## src/rtl/gcd_stein.sv

```systemverilog
// gcd_stein: binary (Stein) GCD engine, one reduction step per clock, start/ready in, valid/ack out.
// Defining GCD_STEIN_CYCCNT_EN adds a `cycles` output holding the LOOP-cycle count of the last pair.
module gcd_stein #(
  parameter int WIDTH = 16,
  parameter int FW    = $clog2(WIDTH + 1)
) (
  input  logic             clk,
  input  logic             rst,
  input  logic             start,
  input  logic [WIDTH-1:0] m_in,
  input  logic [WIDTH-1:0] n_in,
  output logic             ready,
  output logic             busy,
  output logic             valid,
  input  logic             ack,
  output logic [WIDTH-1:0] gcd
`ifdef GCD_STEIN_CYCCNT_EN
  ,
  output logic [$clog2(3*WIDTH+3)-1:0] cycles
`endif
);

  typedef enum logic [1:0] {
    S_IDLE = 2'd0,
    S_LOOP = 2'd1,
    S_DONE = 2'd2
  } state_t;

  state_t           r_state;
  state_t           w_state_next;
  logic [WIDTH-1:0] r_m;
  logic [WIDTH-1:0] r_n;
  logic [FW-1:0]    r_factor;
  logic [WIDTH-1:0] r_gcd;
  logic             w_accept;
  logic             w_zero;

  assign w_accept = (r_state == S_IDLE) && start;
  assign w_zero   = (r_m == '0) || (r_n == '0);
  assign gcd      = r_gcd;

  // NOTE: sequential state uses non-blocking assignments so every register sees pre-edge values.
  always_ff @(posedge clk or negedge rst) begin
    if (!rst) r_state <= S_IDLE;
    else      r_state <= w_state_next;
  end

  // NOTE: every output gets a default first so no path through the case can infer a latch.
  always_comb begin
    w_state_next = r_state;
    ready        = 1'b0;
    busy         = 1'b0;
    valid        = 1'b0;
    case (r_state)
      S_IDLE: begin
        ready = 1'b1;
        if (start) w_state_next = S_LOOP;
      end
      S_LOOP: begin
        busy = 1'b1;
        if (w_zero) w_state_next = S_DONE;
      end
      S_DONE: begin
        valid = 1'b1;
        if (ack) w_state_next = S_IDLE;
      end
      default: w_state_next = S_IDLE;
    endcase
  end

  always_ff @(posedge clk or negedge rst) begin
    if (!rst) begin
      r_m      <= '0;
      r_n      <= '0;
      r_factor <= '0;
      r_gcd    <= '0;
    end else begin
      case (r_state)
        S_IDLE: begin
          if (w_accept) begin
            r_m      <= m_in;
            r_n      <= n_in;
            r_factor <= '0;
          end
        end
        S_LOOP: begin
          // One operand zero means the other (times the shared power of two) is the answer.
          if (w_zero) begin
            r_gcd <= (r_m | r_n) << r_factor;
          end else if (!r_m[0] && !r_n[0]) begin
            r_m      <= r_m >> 1;
            r_n      <= r_n >> 1;
            r_factor <= r_factor + FW'(1);
          end else if (!r_m[0]) begin
            r_m <= r_m >> 1;
          end else if (!r_n[0]) begin
            r_n <= r_n >> 1;
          end else if (r_m >= r_n) begin
            r_m <= r_m - r_n;
          end else begin
            r_n <= r_n - r_m;
          end
        end
        default: ;
      endcase
    end
  end

`ifdef GCD_STEIN_CYCCNT_EN
  localparam int CW = $clog2(3*WIDTH+3);
  logic [CW-1:0] r_cycles;

  always_ff @(posedge clk or negedge rst) begin
    if (!rst)                    r_cycles <= '0;
    else if (w_accept)           r_cycles <= '0;
    else if (r_state == S_LOOP)  r_cycles <= r_cycles + CW'(1);
  end

  assign cycles = r_cycles;
`endif

endmodule

```

## config.mk

```make
export PLATFORM = sky130hd
export DESIGN_NAME = gcd_stein
export DESIGN_NICKNAME = d
export VERILOG_FILES = /design/src/rtl/gcd_stein.sv
export SDC_FILE = /design/constraint.sdc
export NUM_CORES = 1
export LEC_CHECK = 0
export BUFFER_PORTS_ARGS = -buffer_cell sky130_fd_sc_hd__clkbuf_2
export CAP_MARGIN = 30
export CELL_PAD_IN_SITES_DETAIL_PLACEMENT = 0
export CELL_PAD_IN_SITES_GLOBAL_PLACEMENT = 2
export CORE_MARGIN = 10
export CORE_UTILIZATION = 37
export CTS_BUF_LIST = sky130_fd_sc_hd__clkbuf_8
export DETAILED_ROUTE_END_ITERATION = 6
export GPL_TIMING_DRIVEN = 0
export PLACE_DENSITY = 0.83
export REMOVE_ABC_BUFFERS = 1
export SYNTH_ARGS = -nofsm -noshare
export SYNTH_HDL_FRONTEND = slang
export SYNTH_SLANG_ARGS = --single-unit
```

## constraint.sdc

```tcl
create_clock -name clk -period 3.2 [get_ports clk]
set_input_delay 0.16 -clock clk [delete_from_list [all_inputs] [get_ports clk]]
set_output_delay 0.16 -clock clk [all_outputs]
set_load 0.01 [all_outputs]
```

==> results of run 1 <==
==> metrics by stage <==
step | util, % | hold slack [ps] | worst slack, ps | cell area, um^2
4_1_cts | 42.26 | 69.61 | 9.438 | 5912
6_report | 43.98 | 87.88 | 128.2 | 6152
2_1_floorplan | - | -135.6 | -855.4 | 5132
3_5_place_dp | 40.73 | 326.6 | -837.5 | 5698
5_1_grt | 43.98 | 100.4 | 2.614 | 6152
3_3_place_gp | 40.23 | 355.9 | -2786 | 5628
==> cell families after synthesis <==
logic type / synth area share (%)
AO/OA/AOI/OAI: 28.60
AND/OR/NAND/NOR: 16.12
buffers and inverters: 7.999
flip-flops: 25.80
adder cells (fa/ha/maj): 12.24
XOR/XNOR: 4.926
multiplexers: 4.316
==> synthesized netlist by cell type (2+ instances only) <==
master / count / area (um^2)
buf_1: 3 / 11.26
a21o_1: 2 / 15.01
nor2_1: 49 / 183.9
xor2_1: 5 / 43.79
o21a_1: 3 / 22.52
mux2_2: 4 / 45.04
buf_2: 12 / 60.06
clkbuf_1: 17 / 63.81
fa_1: 2 / 40.04
nand3_1: 9 / 45.04
dfrtp_1: 55 / 1376
ha_1: 49 / 613.1
nand2_1: 67 / 251.5
nor3b_1: 2 / 15.01
a221oi_2: 13 / 195.2
a22oi_1: 4 / 30.03
o21ai_0: 31 / 155.2
a221oi_1: 6 / 52.55
or3_1: 2 / 12.51
nor3_1: 11 / 55.05
a31oi_1: 3 / 18.77
clkinv_1: 2 / 7.510
nand2b_1: 9 / 56.30
o221ai_1: 6 / 52.55
a32oi_1: 2 / 17.52
a211oi_1: 6 / 45.04
inv_1: 57 / 214.0
o21bai_1: 4 / 30.03
xnor2_1: 25 / 219.0
and2_1: 2 / 12.51
a22o_1: 9 / 78.83
a21oi_1: 40 / 200.2
nand4_1: 4 / 25.02
mux2i_1: 14 / 140.1
buf_6: 2 / 22.52
nor4_1: 11 / 68.82
nor2b_1: 6 / 37.54
o22ai_1: 8 / 50.05
buf_4: 4 / 30.03
o21ai_1: 17 / 85.08
o31ai_2: 9 / 112.6
o31ai_1: 21 / 157.7
mux4_2: 2 / 45.04
==> what timing repair did <==
action | in CTS | in global routing
endpoints found under the setup margin | 55 | 31
hold buffers | 2 | 0
gates resized for setup | 10 | 16
cloned | 0 | 2
pin swaps | 4 | 11
buffers inserted | 4 | 15
endpoints found under the hold margin | 56 | 0
==> per-layer routing <==
metal	vias up	wire, um	GRT usage (%)
li1	2389	-	-
met1	2362	7497	20.93
met2	122	7684	26.73
met3	20	734	3.076
met4	0	245	3.804
met5	-	0	0
==> state kept, by name, summed over array words and instances (netlist names) <==
name	flops
gcd	16
r_m	16
r_n	16
r_factor	5
r_state	2
==> worst max-delay path, delay by kind of cell, from the launching register on <==
family                   cells  cell delay (ps)
AO/OA/AOI/OAI                5             1240
adder cells (fa/ha/maj)      2              500
flip-flops                   1              470
buffers and inverters        4              410
AND/OR/NAND/NOR              3              350
==> final cells by class <==
| type | instances | share of cell area (%) |
|---|---|---|
| clock inverters | 3 | 0.7525 |
| multi-input cells | 486 | 59.14 |
| clock buffers | 5 | 1.119 |
| inverters | 60 | 3.722 |
| flip-flops and latches | 55 | 22.43 |
| well taps | 180 | 3.661 |
| repair buffers | 80 | 9.172 |
==> worst min-delay path by stage <==
stage	endpoint	slack, ps
6_report	r_m[2]	90
5_1_grt	r_n[4]	100
3_5_place_dp	gcd[1]	330
4_1_cts	r_m[2]	70
3_3_place_gp	r_state[1]	360
2_1_floorplan	gcd[0]	-140
==> metrics, run 1 <==
run status finished clean; largest net degree at the start of global routing 56; Hold Path Cell Cnt 3; initial antenna violation count 0; root buffer cell clkbuf_8; Inst Count DP 838; Critical Path RT 3430 ps; clk sink count 55; Largest stage delay, worst path 470 ps; Worst Hold Launch m_in[2]; skew final 8.735 ps; ys async rst share 100.0%; Port Buf Inserts 54; # setup viols final 0; area occupied by registers 1380 um^2; Slew headroom 33.85%; R2R Setup Slk 130 ps; most common cell after layout, fill and taps aside nand2_1; I/O pin total 55; Syn Inst Count 640; CP max-delay cell dfrtp_2; Arrival @ worst endpoint 3300 ps; fmax 0.3255 GHz; Worst Path Max Fanout 6; critical path launch point r_m[0]; commonest cells after routing, fill and taps aside nand2_1, inv_1, clkbuf_2; drc violations 0; Post-synth EDFFs 0; ys flop type dfrtp_1; fraction of layout cells with a size suffix above 1 21.34%; Antenna diodes 0; crit path to r_m[10]; crit end category flop; GRT overflow 0; Hold Vio Cnt, Final 0; FF+latch count, synth 55; Tmin final 3072 ps; Die Wd 140.1 um; Worst-path clk slew 110 ps; final wirelength 16160 um; Final HPWL DP 12370 um; Syn. warnings 0; RSZ-0062 raised after global routing no; number of global-route vias before repair 4888; vias per cell 5.631; # fillers 1446; nets@finish 775; H-tree levels 2; crit-path cells inv_4, ha_4, inv_1, fa_2, nor2b_2, o311ai_2, a41oi_2, o221ai_4, nand2_4, o21ai_4, buf_12, buf_12, nor2_1, a22o_1; starting density of the core 38.13%; fin crit share 95.99%; most used cell, CP buf_12; post-synthesis cell area 5334 um^2; first drt pass iteration count 5; die height 140.1 um; post-synth cell types 74; Avg Inst Size Synth 8.334 um^2; Core Area 13990 um^2; sequential area share after synthesis 25.80%; CTS Buf Count 5; Cell Count, Final, Fillers Out 869; setup_tns 0 ps; Reg2Reg Depth 14; Worst-Margin Slew 989.8 ps; Worst Hold Class input port to flop; footprint of the multi-input gates 3638 um^2; CTS Buffer Depth 2; via count 4893; worst r2r dst r_m[10]; Max-Cap Viols 0; GR Util All Layers 16.08%; Die Area 19620 um^2; global-route wire length before repair 26320 um; RR Startpoint r_m[0]; First DRT Iteration DRCs 290; TritonCTS clock tree yes; type of the worst setup path flop to flop; Synth-to-Final Area Change 15.34%; Slew Viols, Final 0; crit start category flop; row count 43; Clk Latency, worst-skew pair 340 ps; DR WL/cell 18.60 um; antenna viol nets, final 0; RD Place Congestion 0.9033
Power of run 1 is not shown: default switching activity piles up to over one toggle a cycle in this logic, so the estimate is an artifact.
==> inputs of run 2 (changes only) <==
BUFFER_PORTS_ARGS = -buffer_cell sky130_fd_sc_hd__buf_2   (was -buffer_cell sky130_fd_sc_hd__clkbuf_2)
clock period = 2.85 ns   (was 3.2 ns; I/O delays follow)
==> run 2 against run 1 <==
Effect of this change:
- the run now ends with setup timing left
- sequential cell count stayed put
- final cell count is 0.46% higher
- routed wire length is 6.0% higher
- maximum frequency is 4.2% higher
- global-route usage is 0.80 points higher
- non-clock buffer count is 3 higher
- via count is 0.20% higher
- worst hold slack worse by 19 ps
- cell area is 5.5% higher
- critical path depth stayed put
==> metrics, run 2 (synthesis gave the netlist of run 1 again) <==
run status finished, violations left; failing checks setup timing; Worst Hold Endpoint r_n[5]; Arrival @ worst endpoint 3190 ps; Clk Latency, worst-skew pair 340 ps; number of global-route vias before repair 4890; Hold WS 68.96 ps; RR Startpoint r_m[0]; R2R Setup Slk -100 ps; Worst Hold Launch n_in[5]; root buffer cell clkbuf_8; crit end category flop; met3 Usage GRT 2.772%; CTS Buf Count 5; via count 4903; First DRT Iteration DRCs 316; nets@finish 779; RD Place Congestion 0.9083; GR Util All Layers 16.87%; Critical Path RT 3090 ps; CP delay by family, top compound AO/OA/AOI/OAI gates; Slew headroom 25.92%; DR WL/cell 19.62 um; skew final 11.10 ps; RSZ-0062 raised after global routing yes; GRT overflow 0; most common cell after layout, fill and taps aside nand2_1; type of the worst setup path flop to flop; footprint of the multi-input gates 3915 um^2; starting density of the core 38.13%; Slew Viols, Final 0; worst slack at placement -1172 ps; # setup viols final 14; worst r2r dst r_m[10]; die height 140.1 um; fmax 0.3391 GHz; design area 6490 um^2; crit start category flop; largest net degree at the start of global routing 32; Largest stage delay, worst path 450 ps; clk sink count 55; Port Buf Inserts 54; Tmin final 2949 ps; CTS Buffer Depth 2; antenna viol nets, final 0; drc violations 0; Worst-path clk slew 120 ps; Final HPWL DP 12520 um; met2 GRT Util 28.46%; H-tree levels 2; CP max-delay cell dfrtp_2; I/O pin total 55; Worst Path Max Fanout 6; commonest cells after routing, fill and taps aside nand2_1, buf_2, inv_1; Max-Cap Viols 0; first drt pass iteration count 5; Hold Path Cell Cnt 3; Hold Vio Cnt, Final 0; # fillers 1430; global-route wire length before repair 27210 um; GR Util met1 22.33%; Die Wd 140.1 um; Placement Cell Area 5715 um^2; Buf+Inv Stages, Crit Path 4; GRT busiest layer met2; initial antenna violation count 0; Worst-Margin Slew 1108 ps; crit-path cells inv_4, ha_4, inv_4, fa_2, nor2b_4, o311ai_4, a41oi_2, o221ai_4, nand2_4, o21ai_4, buf_12, buf_12, nor2_4, a22o_1; final worst slack -99.36 ps; area occupied by registers 1383 um^2; vias per cell 5.616; Worst Hold Class input port to flop; Core Area 13990 um^2; Die Area 19620 um^2; fraction of layout cells with a size suffix above 1 27.85%; TritonCTS clock tree yes; fin crit share 103.5%; Synth-to-Final Area Change 21.67%; row count 43; Antenna diodes 0; Reg2Reg Depth 14; final wirelength 17130 um
[run 2: area by class of cell]
| type | instances | share of cell area (%) |
|---|---|---|
| inverters | 60 | 3.624 |
| repair buffers | 83 | 9.871 |
| flip-flops and latches | 55 | 21.30 |
| clock buffers | 5 | 1.060 |
| multi-input cells | 487 | 60.32 |
| clock inverters | 3 | 0.3470 |
| well taps | 180 | 3.470 |
[run 2: routing by layer]
metal / wire, um / vias up
met5: 0 / -
met2: 8333 / 114
met1: 7935 / 2369
met4: 212 / 0
met3: 647 / 15
li1: - / 2405
[run 2: how the worst max path moves through the flow]
stage	start	to	slack, ps	cells past startpoint
after global placement	r_state[1]	r_n[15]	-3170	6
after CTS	r_m[0]	r_m[10]	-80	12
after global routing	r_m[0]	r_m[10]	-210	14
after floorplan	r_state[1]	r_m[10]	-1210	7
final	r_m[0]	r_m[10]	-100	14
after detailed placement	r_m[0]	r_m[10]	-1170	13
[run 2: stage by stage]
step | std cells | TNS (ps) | util [%]
after floorplan | 601 | -44130 | -
after global placement | 835 | -142940 | 40.23
after detailed placement | 839 | -42530 | 40.86
after CTS | 870 | -1038 | 44.59
after global routing | 873 | -3820 | 46.40
final | 873 | -756.9 | 46.40
[run 2: worst min-delay path, delay by kind of cell]
family	cells	cell delay [ps]
buffers and inverters	1	80
AOI/OAI and AO/OA	2	170
[run 2: repair_timing]
item,in CTS,in global routing
gates cloned,4,1
resized for setup,34,56
hold buffers,2,0
buffers inserted,18,5
endpoints found under the hold margin,29,0
pin swaps,13,23
setup endpoints to repair,56,40
Power of run 2 is left out for the same reason.
